`src/rtl/seven_seg_msg_ctrl.sv`:
```
// Seven-segment controller: hex value with optional leading-zero blanking, overridden by
// timed 4-letter status banners with a one-deep pending slot and optional blinking.
module seven_seg_msg_ctrl #(
    parameter int NUM_DIGITS   = 8,
    parameter int VAL_W        = 16,
    parameter int NUM_MSG      = 4,
    parameter int HOLD_CYCLES  = 8000000,
    parameter int BLINK_CYCLES = 4000000,
    localparam int MSG_W       = (NUM_MSG > 1) ? $clog2(NUM_MSG) : 1
) (
    input  logic                    iCLK,
    input  logic                    iRST,
    input  logic [VAL_W-1:0]        iValue,
    input  logic                    iLZB,
    input  logic                    iMsg_req,
    input  logic [MSG_W-1:0]        iMsg_id,
    input  logic                    iBlink_en,
    output logic                    oMsg_busy,
    output logic [NUM_DIGITS*7-1:0] o_seven
);
    localparam int VAL_DIGITS = VAL_W / 4;
    localparam int HOLD_W     = $clog2(HOLD_CYCLES + 1);
    localparam int BLINK_W    = $clog2(BLINK_CYCLES + 1);
    localparam logic [6:0] BLANK = 7'b1111111;
    localparam logic [6:0] DASH  = 7'b0111111;

    typedef enum logic {IDLE, BANNER} state_t;

    state_t               state_q, state_d;
    logic [MSG_W-1:0]     id_q, id_d, pend_id_q, pend_id_d;
    logic                 pend_valid_q, pend_valid_d;
    logic [HOLD_W-1:0]    hold_q, hold_d;
    logic [BLINK_W-1:0]   blink_q, blink_d;
    logic                 phase_q, phase_d;
    logic [NUM_DIGITS*7-1:0] seg_d;
    logic                 busy_d;
    logic [27:0]          msg_word;

    function automatic logic [6:0] hex_glyph(input logic [3:0] n);
        case (n)
            4'h0: hex_glyph = 7'b1000000;
            4'h1: hex_glyph = 7'b1111001;
            4'h2: hex_glyph = 7'b0100100;
            4'h3: hex_glyph = 7'b0110000;
            4'h4: hex_glyph = 7'b0011001;
            4'h5: hex_glyph = 7'b0010010;
            4'h6: hex_glyph = 7'b0000010;
            4'h7: hex_glyph = 7'b1111000;
            4'h8: hex_glyph = 7'b0000000;
            4'h9: hex_glyph = 7'b0010000;
            4'hA: hex_glyph = 7'b0001000;
            4'hB: hex_glyph = 7'b0000011;
            4'hC: hex_glyph = 7'b1000110;
            4'hD: hex_glyph = 7'b0100001;
            4'hE: hex_glyph = 7'b0000110;
            default: hex_glyph = 7'b0001110;
        endcase
    endfunction

    // Message word packs digit 3 in the top 7 bits down to digit 0 in the bottom.
    function automatic logic [27:0] msg_rom(input logic [MSG_W-1:0] id);
        int unsigned idx;
        idx = 32'(id);
        case (idx)
            0:       msg_rom = {7'b0010010, 7'b0001000, 7'b1100011, 7'b0000110};
            1:       msg_rom = {7'b0001100, 7'b1000111, 7'b0001000, 7'b0010001};
            2:       msg_rom = {7'b1111001, 7'b0100001, 7'b1000111, 7'b0000110};
            3:       msg_rom = {7'b0100001, 7'b0100011, 7'b0101011, 7'b0000110};
            default: msg_rom = {DASH, DASH, DASH, DASH};
        endcase
    endfunction

    always_comb begin
        state_d      = state_q;
        id_d         = id_q;
        pend_id_d    = pend_id_q;
        pend_valid_d = pend_valid_q;
        hold_d       = hold_q;
        blink_d      = blink_q;
        phase_d      = phase_q;
        case (state_q)
            IDLE: begin
                if (iMsg_req) begin
                    state_d = BANNER;
                    id_d    = iMsg_id;
                    hold_d  = '0;
                    blink_d = '0;
                    phase_d = 1'b0;
                end
            end
            BANNER: begin
                if (hold_q == HOLD_W'(HOLD_CYCLES - 1)) begin
                    // A request arriving on the expiry cycle is newer than the slot, so it wins.
                    if (iMsg_req || pend_valid_q) begin
                        id_d         = iMsg_req ? iMsg_id : pend_id_q;
                        hold_d       = '0;
                        blink_d      = '0;
                        phase_d      = 1'b0;
                        pend_valid_d = 1'b0;
                    end else begin
                        state_d = IDLE;
                    end
                end else begin
                    hold_d = hold_q + 1'b1;
                    if (blink_q == BLINK_W'(BLINK_CYCLES - 1)) begin
                        blink_d = '0;
                        phase_d = ~phase_q;
                    end else begin
                        blink_d = blink_q + 1'b1;
                    end
                    if (iMsg_req) begin
                        pend_valid_d = 1'b1;
                        pend_id_d    = iMsg_id;
                    end
                end
            end
            default: state_d = IDLE;
        endcase
    end

    // Output is built from next-state so the register shows the new state one cycle after the inputs.
    assign msg_word = msg_rom(id_d);
    assign busy_d   = (state_d == BANNER) || pend_valid_d;

    generate
        for (genvar gi = 0; gi < NUM_DIGITS; gi++) begin : g_digit
            logic [6:0] idle_glyph;
            logic [6:0] ban_glyph;
            if (gi < VAL_DIGITS) begin : g_val
                logic lead_zero;
                if (gi == 0) begin : g_lsd
                    assign lead_zero = 1'b0;
                end else begin : g_upper
                    assign lead_zero = (iValue[VAL_W-1:4*gi] == '0);
                end
                assign idle_glyph = (iLZB && lead_zero) ? BLANK : hex_glyph(iValue[4*gi +: 4]);
            end else begin : g_noval
                assign idle_glyph = BLANK;
            end
            if (gi < 4) begin : g_msg
                assign ban_glyph = msg_word[7*gi +: 7];
            end else begin : g_dash
                assign ban_glyph = DASH;
            end
            assign seg_d[7*gi +: 7] = (state_d == BANNER)
                                    ? ((iBlink_en && phase_d) ? BLANK : ban_glyph)
                                    : idle_glyph;
        end
    endgenerate

    always_ff @(posedge iCLK or posedge iRST) begin
        if (iRST) begin
            state_q      <= IDLE;
            id_q         <= '0;
            pend_id_q    <= '0;
            pend_valid_q <= 1'b0;
            hold_q       <= '0;
            blink_q      <= '0;
            phase_q      <= 1'b0;
            o_seven      <= '1;
            oMsg_busy    <= 1'b0;
        end else begin
            state_q      <= state_d;
            id_q         <= id_d;
            pend_id_q    <= pend_id_d;
            pend_valid_q <= pend_valid_d;
            hold_q       <= hold_d;
            blink_q      <= blink_d;
            phase_q      <= phase_d;
            o_seven      <= seg_d;
            oMsg_busy    <= busy_d;
        end
    end
endmodule

```
`config.mk`:
```
export PLATFORM = sky130hd
export DESIGN_NAME = seven_seg_msg_ctrl
export DESIGN_NICKNAME = d
export VERILOG_FILES = /design/src/rtl/seven_seg_msg_ctrl.sv
export SDC_FILE = /design/constraint.sdc
export NUM_CORES = 1
export LEC_CHECK = 0
export ABC_AREA = 1
export BUFFER_PORTS_ARGS = -buffer_cell sky130_fd_sc_hd__clkbuf_2
export CAP_MARGIN = 0
export CORE_ASPECT_RATIO = 2
export CORE_MARGIN = 8
export CORE_UTILIZATION = 50
export CTS_CLUSTER_SIZE = 20
export DETAILED_ROUTE_END_ITERATION = 10
export PLACE_DENSITY = 0.77
export SLEW_MARGIN = 0
export SYNTH_ARGS = -nofsm -noshare
export SYNTH_HDL_FRONTEND = slang
export SYNTH_SLANG_ARGS = --single-unit
```
`constraint.sdc`:
```
create_clock -name iCLK -period 5.35 [get_ports iCLK]
set_input_delay 1.07 -clock iCLK [delete_from_list [all_inputs] [get_ports iCLK]]
set_output_delay 1.07 -clock iCLK [all_outputs]
set_load 0.05 [all_outputs]
```
# Word level (Yosys, flattened, before mapping)
# Memories as Yosys holds them, arrays and structs flattened.
# Cells that the tools add are included.
# word_totals
word_cells	78
out_inout_bits	57
input_bits	23
n_memories	4
reg_bits	109
romBits	448
# op_classes
n_mux	41
eq_ne	7
n_bitwise	3
n_addsub	2
reduce_logical	12
# mem_list
memory	depth	width	read_ports	rd_ports_with_merged_regs	write_ports	line	rtl
(name not given)	16	7	1	0	0	40	case (n)
(name not given)	16	7	1	0	0	40	
(name not given)	16	7	1	0	0	40	
(name not given)	16	7	1	0	0	40	
# op_table
operator	count
case mux 28 bit (4 select lines)	1
two-way mux 7 bit	13
two-way mux 22 bit	4
two-way mux 23 bit	3
case mux 23 bit (2 select lines)	1
case mux 22 bit (2 select lines)	1
adder 23 x 1 -> 23 bit, second input constant	1
== test 23 bit, second input constant	1
adder 22 x 1 -> 22 bit, second input constant	1
== test 22 bit, second input constant	1
zero test 12 bit	1
two-way mux 1 bit	11
zero test 8 bit	1
two-way mux 2 bit	4
== test 2 bit, second input constant	2
logical AND 1 bit	4
zero test 4 bit	1
case mux 1 bit (2 select lines)	2
case mux 2 bit (2 select lines)	1
AND reduction 2 bit	2
inequality test 3 x 2 -> 1 bit, second input constant	1
NOT 1 bit	3
== test 2 x 1 -> 1 bit, second input constant	1
zero test 2 bit	1
other kinds (2)	3

# Longest topological paths before layout
# depth
depth_word	8
ltp_mapped	17
mapped_depth_nobuf	17

# Worst setup path after synthesis
# No wires, ideal clock.
# synth_timing
kind	input to register
startpoint	input port iMsg_req
endpoint	register o_seven[13]
path_buffers	1
arrival_ns	2.572
slack_ns	2.690
setup_ns	0.089
required_ns	5.261
stages	11
path_cell_list	or2_2 clkbuf_1 o21ai_0 nand3_1 nand2_1 nand2_1 nand2_1 inv_1 ha_1 o21ai_0 nand3_1
# synth_between
elab_chain_len	8
word_cells_on_any_way	22
classes_between	3 x eq/ne; 16 x mux; 3 x reduce/logical
# synth_rtl
item	line	rtl
start: declaration	15	input logic iMsg_req,
two-way mux 2 bit or logical OR 1 bit (tied branches)	--	
two-way mux 2 bit	94	if (iMsg_req || pend_valid_q) begin
two-way mux 2 bit	92	if (hold_q == HOLD_W'(HOLD_CYCLES - 1)) begin
case mux 2 bit (2 select lines) *	81	case (state_q)
via id_d[0]	30	logic [MSG_W-1:0] id_q, id_d, pend_id_q, pend_id_d;
== test 2 bit (tied with other cells)	64	case (idx)
case mux 28 bit (4 select lines) *	64	
two-way mux 7 bit * (2 in series)	146	? ((iBlink_en && phase_d) ? BLANK : ban_glyph)
via seg_d[13]	35	logic [NUM_DIGITS*7-1:0] seg_d;
end signal: assignment	170	o_seven <= seg_d;
end: declaration	19	output logic [NUM_DIGITS*7-1:0] o_seven
# The timed path passes the listed nets; every way through them passes the cells marked *. The select of a mux whose other input is x is not followed.
# A chain may end at the register's enable or synchronous reset.

# Final worst setup path
# layout_timing
startpoint	register hold_q[0]
endpoint	register o_seven[9]
# layout_between
elab_chain_len	7
word_cells_on_any_way	15
classes_between	4 x eq/ne; 9 x mux; 2 x reduce/logical
# layout_rtl
item	line	rtl
start: declaration	32	logic [HOLD_W-1:0] hold_q, hold_d;
start signal: assignment	167	hold_q <= hold_d;
== test 23 bit *	92	
two-way mux 2 bit	92	
case mux 2 bit (2 select lines)	81	
== test 2 bit (tied with other cells)	64	
case mux 28 bit (4 select lines)	64	
two-way mux 7 bit	146	
two-way mux 7 bit *	146	
via seg_d[9]	35	
# Marked as above.

==> results.json <==
{
  "final_cell_mix": "sky130_fd_sc_hd__nand2_1 (147), sky130_fd_sc_hd__inv_1 (86), sky130_fd_sc_hd__nor2_1 (79)",
  "path_class": "reg2reg",
  "post_synth_inst_count": 740,
  "clkSinkCount": 82,
  "setup_viol_count_final": 0,
  "number_of_enable_flip_flop_cells_after_synthesis": 0,
  "timing.reg2reg.worst_path_depth": 8,
  "placementRows": 54,
  "met1_layer_wirelength_in_the_final_routing_um": 4970,
  "drt_iter0_markers": 257,
  "timing_worst_slew_pin_value_ps": 916,
  "outcome": "completed",
  "n_antenna_cell": 0,
  "gp_congestion": 0.928,
  "relSlewSlack_pct": 38.9,
  "min_delay_path_depth": 2,
  "seq_power_share_pct": 41.0,
  "maximum_number_of_pins_on_one_net_before_global_route_repair": 59,
  "power.static_leakage_nw": 2.95,
  "post_drt_wl_per_cell_um": 15.5,
  "cts.reportedPaths.clkPinSlew_ps": 60,
  "drv_cap": 0,
  "cts_buffers": 9,
  "timing.critical_path.arrival_ps": 3090,
  "setup_total_negative_slack_ps": 0,
  "dpl.hpwl_um": 11100,
  "finalHoldViolations": 0,
  "starting_density_of_the_core_pct": 50.9,
  "die_w_um": 90.4,
  "post-cts-setup-buffer-count": 0,
  "post_cts.resized_instances": 0,
  "power_density_nw_per_um2": 348,
  "worst_setup_path_start_kind": "flop",
  "p_sw_share_pct": 36.6,
  "final_nets": 833,
  "final_max_slew_viol_count": 0,
  "hold_path.class": "reg2reg",
  "timing.critical_path.fanout_max": 46,
  "multi_input_comb_area_um2": 2870,
  "hold_path_end": "pend_id_q[1]",
  "via_count_of_the_first_global_routing_pass": 5184,
  "highest-signal-layer": "met4",
  "post_dp_cell_area_um2": 5780,
  "clock_period_minus_final_worst_setup_slack_ps": 2830,
  "cpLargestDelayFamily": "simple AND/OR/NAND/NOR gates",
  "critical_path.n_buffers_inverters": 1,
  "synthesis.area_per_instance_um2": 7.49,
  "routed_wl_met2_um": 8060,
  "cts.path.max_buffers": 2,
  "syn_area_um2": 5540,
  "fmax_mhz": 354,
  "crit_path_end_kind": "flop",
  "post_cts_hold_buffer_count": 0,
  "power.share.combinational_pct": 28.2,
  "route.detailed.vias_per_inst": 5.38,
  "cp_slowest_stage_delay_ps": 630,
  "grt_setup_unrepaired": "false",
  "die_y_um": 165,
  "yosysSeqAreaShare_pct": 37.7,
  "postRouteWirelength_um": 14400,
  "regToRegStartpoint": "hold_q[0]",
  "p_clk_share_pct": 30.8,
  "layout_worst_path_cycle_share_pct": 52.8,
  "clockRootBuffer": "sky130_fd_sc_hd__clkbuf_16",
  "timing.clock.skew_ps": 6.71,
  "detail_route.first_pass.iterations": 4,
  "clock_tree_from_tritoncts": "done",
  "design.die.area_um2": 14900,
  "yosys_warnings": 0,
  "layout-drive-gt1-share_pct": 16.4,
  "worstPathRequired_ps": 5620,
  "clock_latency_ps": 340,
  "reg2reg_slack_ps": 2520,
  "yosys.cell_types.count": 46,
  "register_area_um2": 2090,
  "rr_endpoint": "o_seven[9]",
  "hold_startpoint": "pend_id_q[1]",
  "core-area_um2": 10900,
  "worst_path_max_delay_cell": "sky130_fd_sc_hd__inv_2",
  "grt-ovfl-total": 0,
  "grt_antenna_before_repair": 0,
  "floorplan.io_pins": 80,
  "power_switching_mw": 0.774,
  "globalRouteTotalUtil_pct": 19.5,
  "drtAntennaViolNets": 0,
  "timing.critical_path.cells": "ha_1, nand3_1, nor2_4, nand3_2, o21ai_4, inv_2, nand3_2, nand3_1",
  "finish.instance_area_um2": 6090,
  "dominantRegCellSynth": "sky130_fd_sc_hd__dfrtp_1",
  "wire_length_of_the_first_global_routing_pass_um": 23300,
  "async_reset_ff_share_pct": 100,
  "met3_length_um": 473,
  "cellInternalPower_mw": 1.34,
  "layout.filler_cells": 1046,
  "port_buffers": 55,
  "routed-via-count": 4985,
  "ctsHtreeMaxLevel": 3,
  "power.ir.vdd_worst_mv": 0.165,
  "mostFrequentLayoutCell": "sky130_fd_sc_hd__nand2_1",
  "yosys_register_bits": 82,
  "area_growth_pct": 10.0,
  "drc": 0
}
[logic make-up (layout without fill, tap and decap cells)]
kind of cell    after synthesis  in the layout  synth area share (%)
other cells                   1             24                0.0677
buf+inv                     143            167                  12.0
simple gates                350            350                  27.7
compound gates              112            112                  12.4
xor+xnor                     24             24                  3.79
fa+ha+maj                    28             28                  6.32
flops                        82             82                  37.7
[metrics by stage]
| step | utilization (%) | hold WS (ps) | setup slack [ps] | total power, mW | instances |
|---|---|---|---|---|---|
| 2_1_floorplan | - | 448 | 2220 | 1.33 | 763 |
| 5_1_grt | 56.0 | 548 | 2260 | 2.23 | 927 |
| 6_report | 56.0 | 505 | 2520 | 2.12 | 927 |
| 3_5_place_dp | 53.1 | 491 | 2310 | 1.47 | 911 |
| 4_1_cts | 56.0 | 505 | 2510 | 2.12 | 927 |
| 3_3_place_gp | 53.1 | 480 | 2360 | 1.46 | 911 |
[worst max-delay path by stage]
| stage | cells after the start | slack, ps | endpoint | startpoint |
|---|---|---|---|---|
| 3_5_place_dp | 6 | 2310 | o_seven[9] | iMsg_req |
| 3_3_place_gp | 6 | 2360 | o_seven[9] | iMsg_req |
| 6_report | 8 | 2520 | o_seven[9] | hold_q[0] |
| 2_1_floorplan | 1 | 2220 | blink_q[0] | iRST |
| 4_1_cts | 8 | 2510 | o_seven[9] | hold_q[0] |
| 5_1_grt | 8 | 2260 | o_seven[6] | hold_q[0] |
[Yosys cell counts (4+ instances only)]
library cell               count  area (µm²)
sky130_fd_sc_hd__a21oi_1      19        95.1
sky130_fd_sc_hd__buf_2         6        30.0
sky130_fd_sc_hd__buf_4        28         210
sky130_fd_sc_hd__clkbuf_1     13        48.8
sky130_fd_sc_hd__dfrtp_1      53        1330
sky130_fd_sc_hd__dfstp_2      29         762
sky130_fd_sc_hd__ha_1         28         350
sky130_fd_sc_hd__inv_1        87         327
sky130_fd_sc_hd__inv_2         6        22.5
sky130_fd_sc_hd__nand2_1     147         552
sky130_fd_sc_hd__nand2_2       5        31.3
sky130_fd_sc_hd__nand3_1      66         330
sky130_fd_sc_hd__nand4_1      15        93.8
sky130_fd_sc_hd__nor2_1       79         297
sky130_fd_sc_hd__nor3_1       17        85.1
sky130_fd_sc_hd__nor4_1        7        43.8
sky130_fd_sc_hd__o211ai_1      5        37.5
sky130_fd_sc_hd__o21ai_0      48         240
sky130_fd_sc_hd__o21ai_1       5        25.0
sky130_fd_sc_hd__o22ai_1      11        68.8
sky130_fd_sc_hd__o22ai_2       4        50.1
sky130_fd_sc_hd__o31ai_1       7        52.6
sky130_fd_sc_hd__or2_2         5        31.3
sky130_fd_sc_hd__xnor2_1       4        35.0
sky130_fd_sc_hd__xor2_1       20         175
[worst reg2reg max path, stage by stage, from the launching register on]
cell,delay (ps)
sky130_fd_sc_hd__dfrtp_1,450
sky130_fd_sc_hd__ha_1,290
sky130_fd_sc_hd__nand3_1,230
sky130_fd_sc_hd__nor2_4,100
sky130_fd_sc_hd__nand3_2,170
sky130_fd_sc_hd__o21ai_4,70
sky130_fd_sc_hd__inv_2,630
sky130_fd_sc_hd__nand3_2,560
sky130_fd_sc_hd__nand3_1,250
[sequential cells by signal, indices dropped and copies added, names as in the netlist]
| register | count |
|---|---|
| hold_q | 23 |
| blink_q | 22 |
| pend_valid_q | 1 |
| o_seven | 29 |
| phase_q | 1 |
| state_q | 1 |
| oMsg_busy | 1 |
| id_q | 2 |
| pend_id_q | 2 |
[routing by layer]
layer  GRT usage [%]  vias to the layer above
met5               0                        -
met4            16.6                        0
met3            2.91                       56
met2            38.4                      150
met1            16.7                     2318
li1                -                     2461
[cell type report]
cell class	instances	share of cell area [%]
Timing Repair Buffer	57	4.76
Clock buffer	12	3.88
Inverter	94	5.81
Multi-Input combinational cell	538	47.1
Clock inverter	4	1.25
Sequential cell	82	34.3
Tap cell	140	2.87
[power by group through the flow]
| stage | Combinational (mW) | Sequential [mW] | Clock (mW) |
|---|---|---|---|
| final | 0.597 | 0.869 | 0.652 |
| after global routing | 0.664 | 0.881 | 0.682 |
| after CTS | 0.597 | 0.867 | 0.656 |
| after detailed placement | 0.595 | 0.874 | 0 |
| after global placement | 0.582 | 0.875 | 0 |
| after floorplan | 0.383 | 0.948 | 0 |
Note: power is estimated with default switching activity, not from simulation.
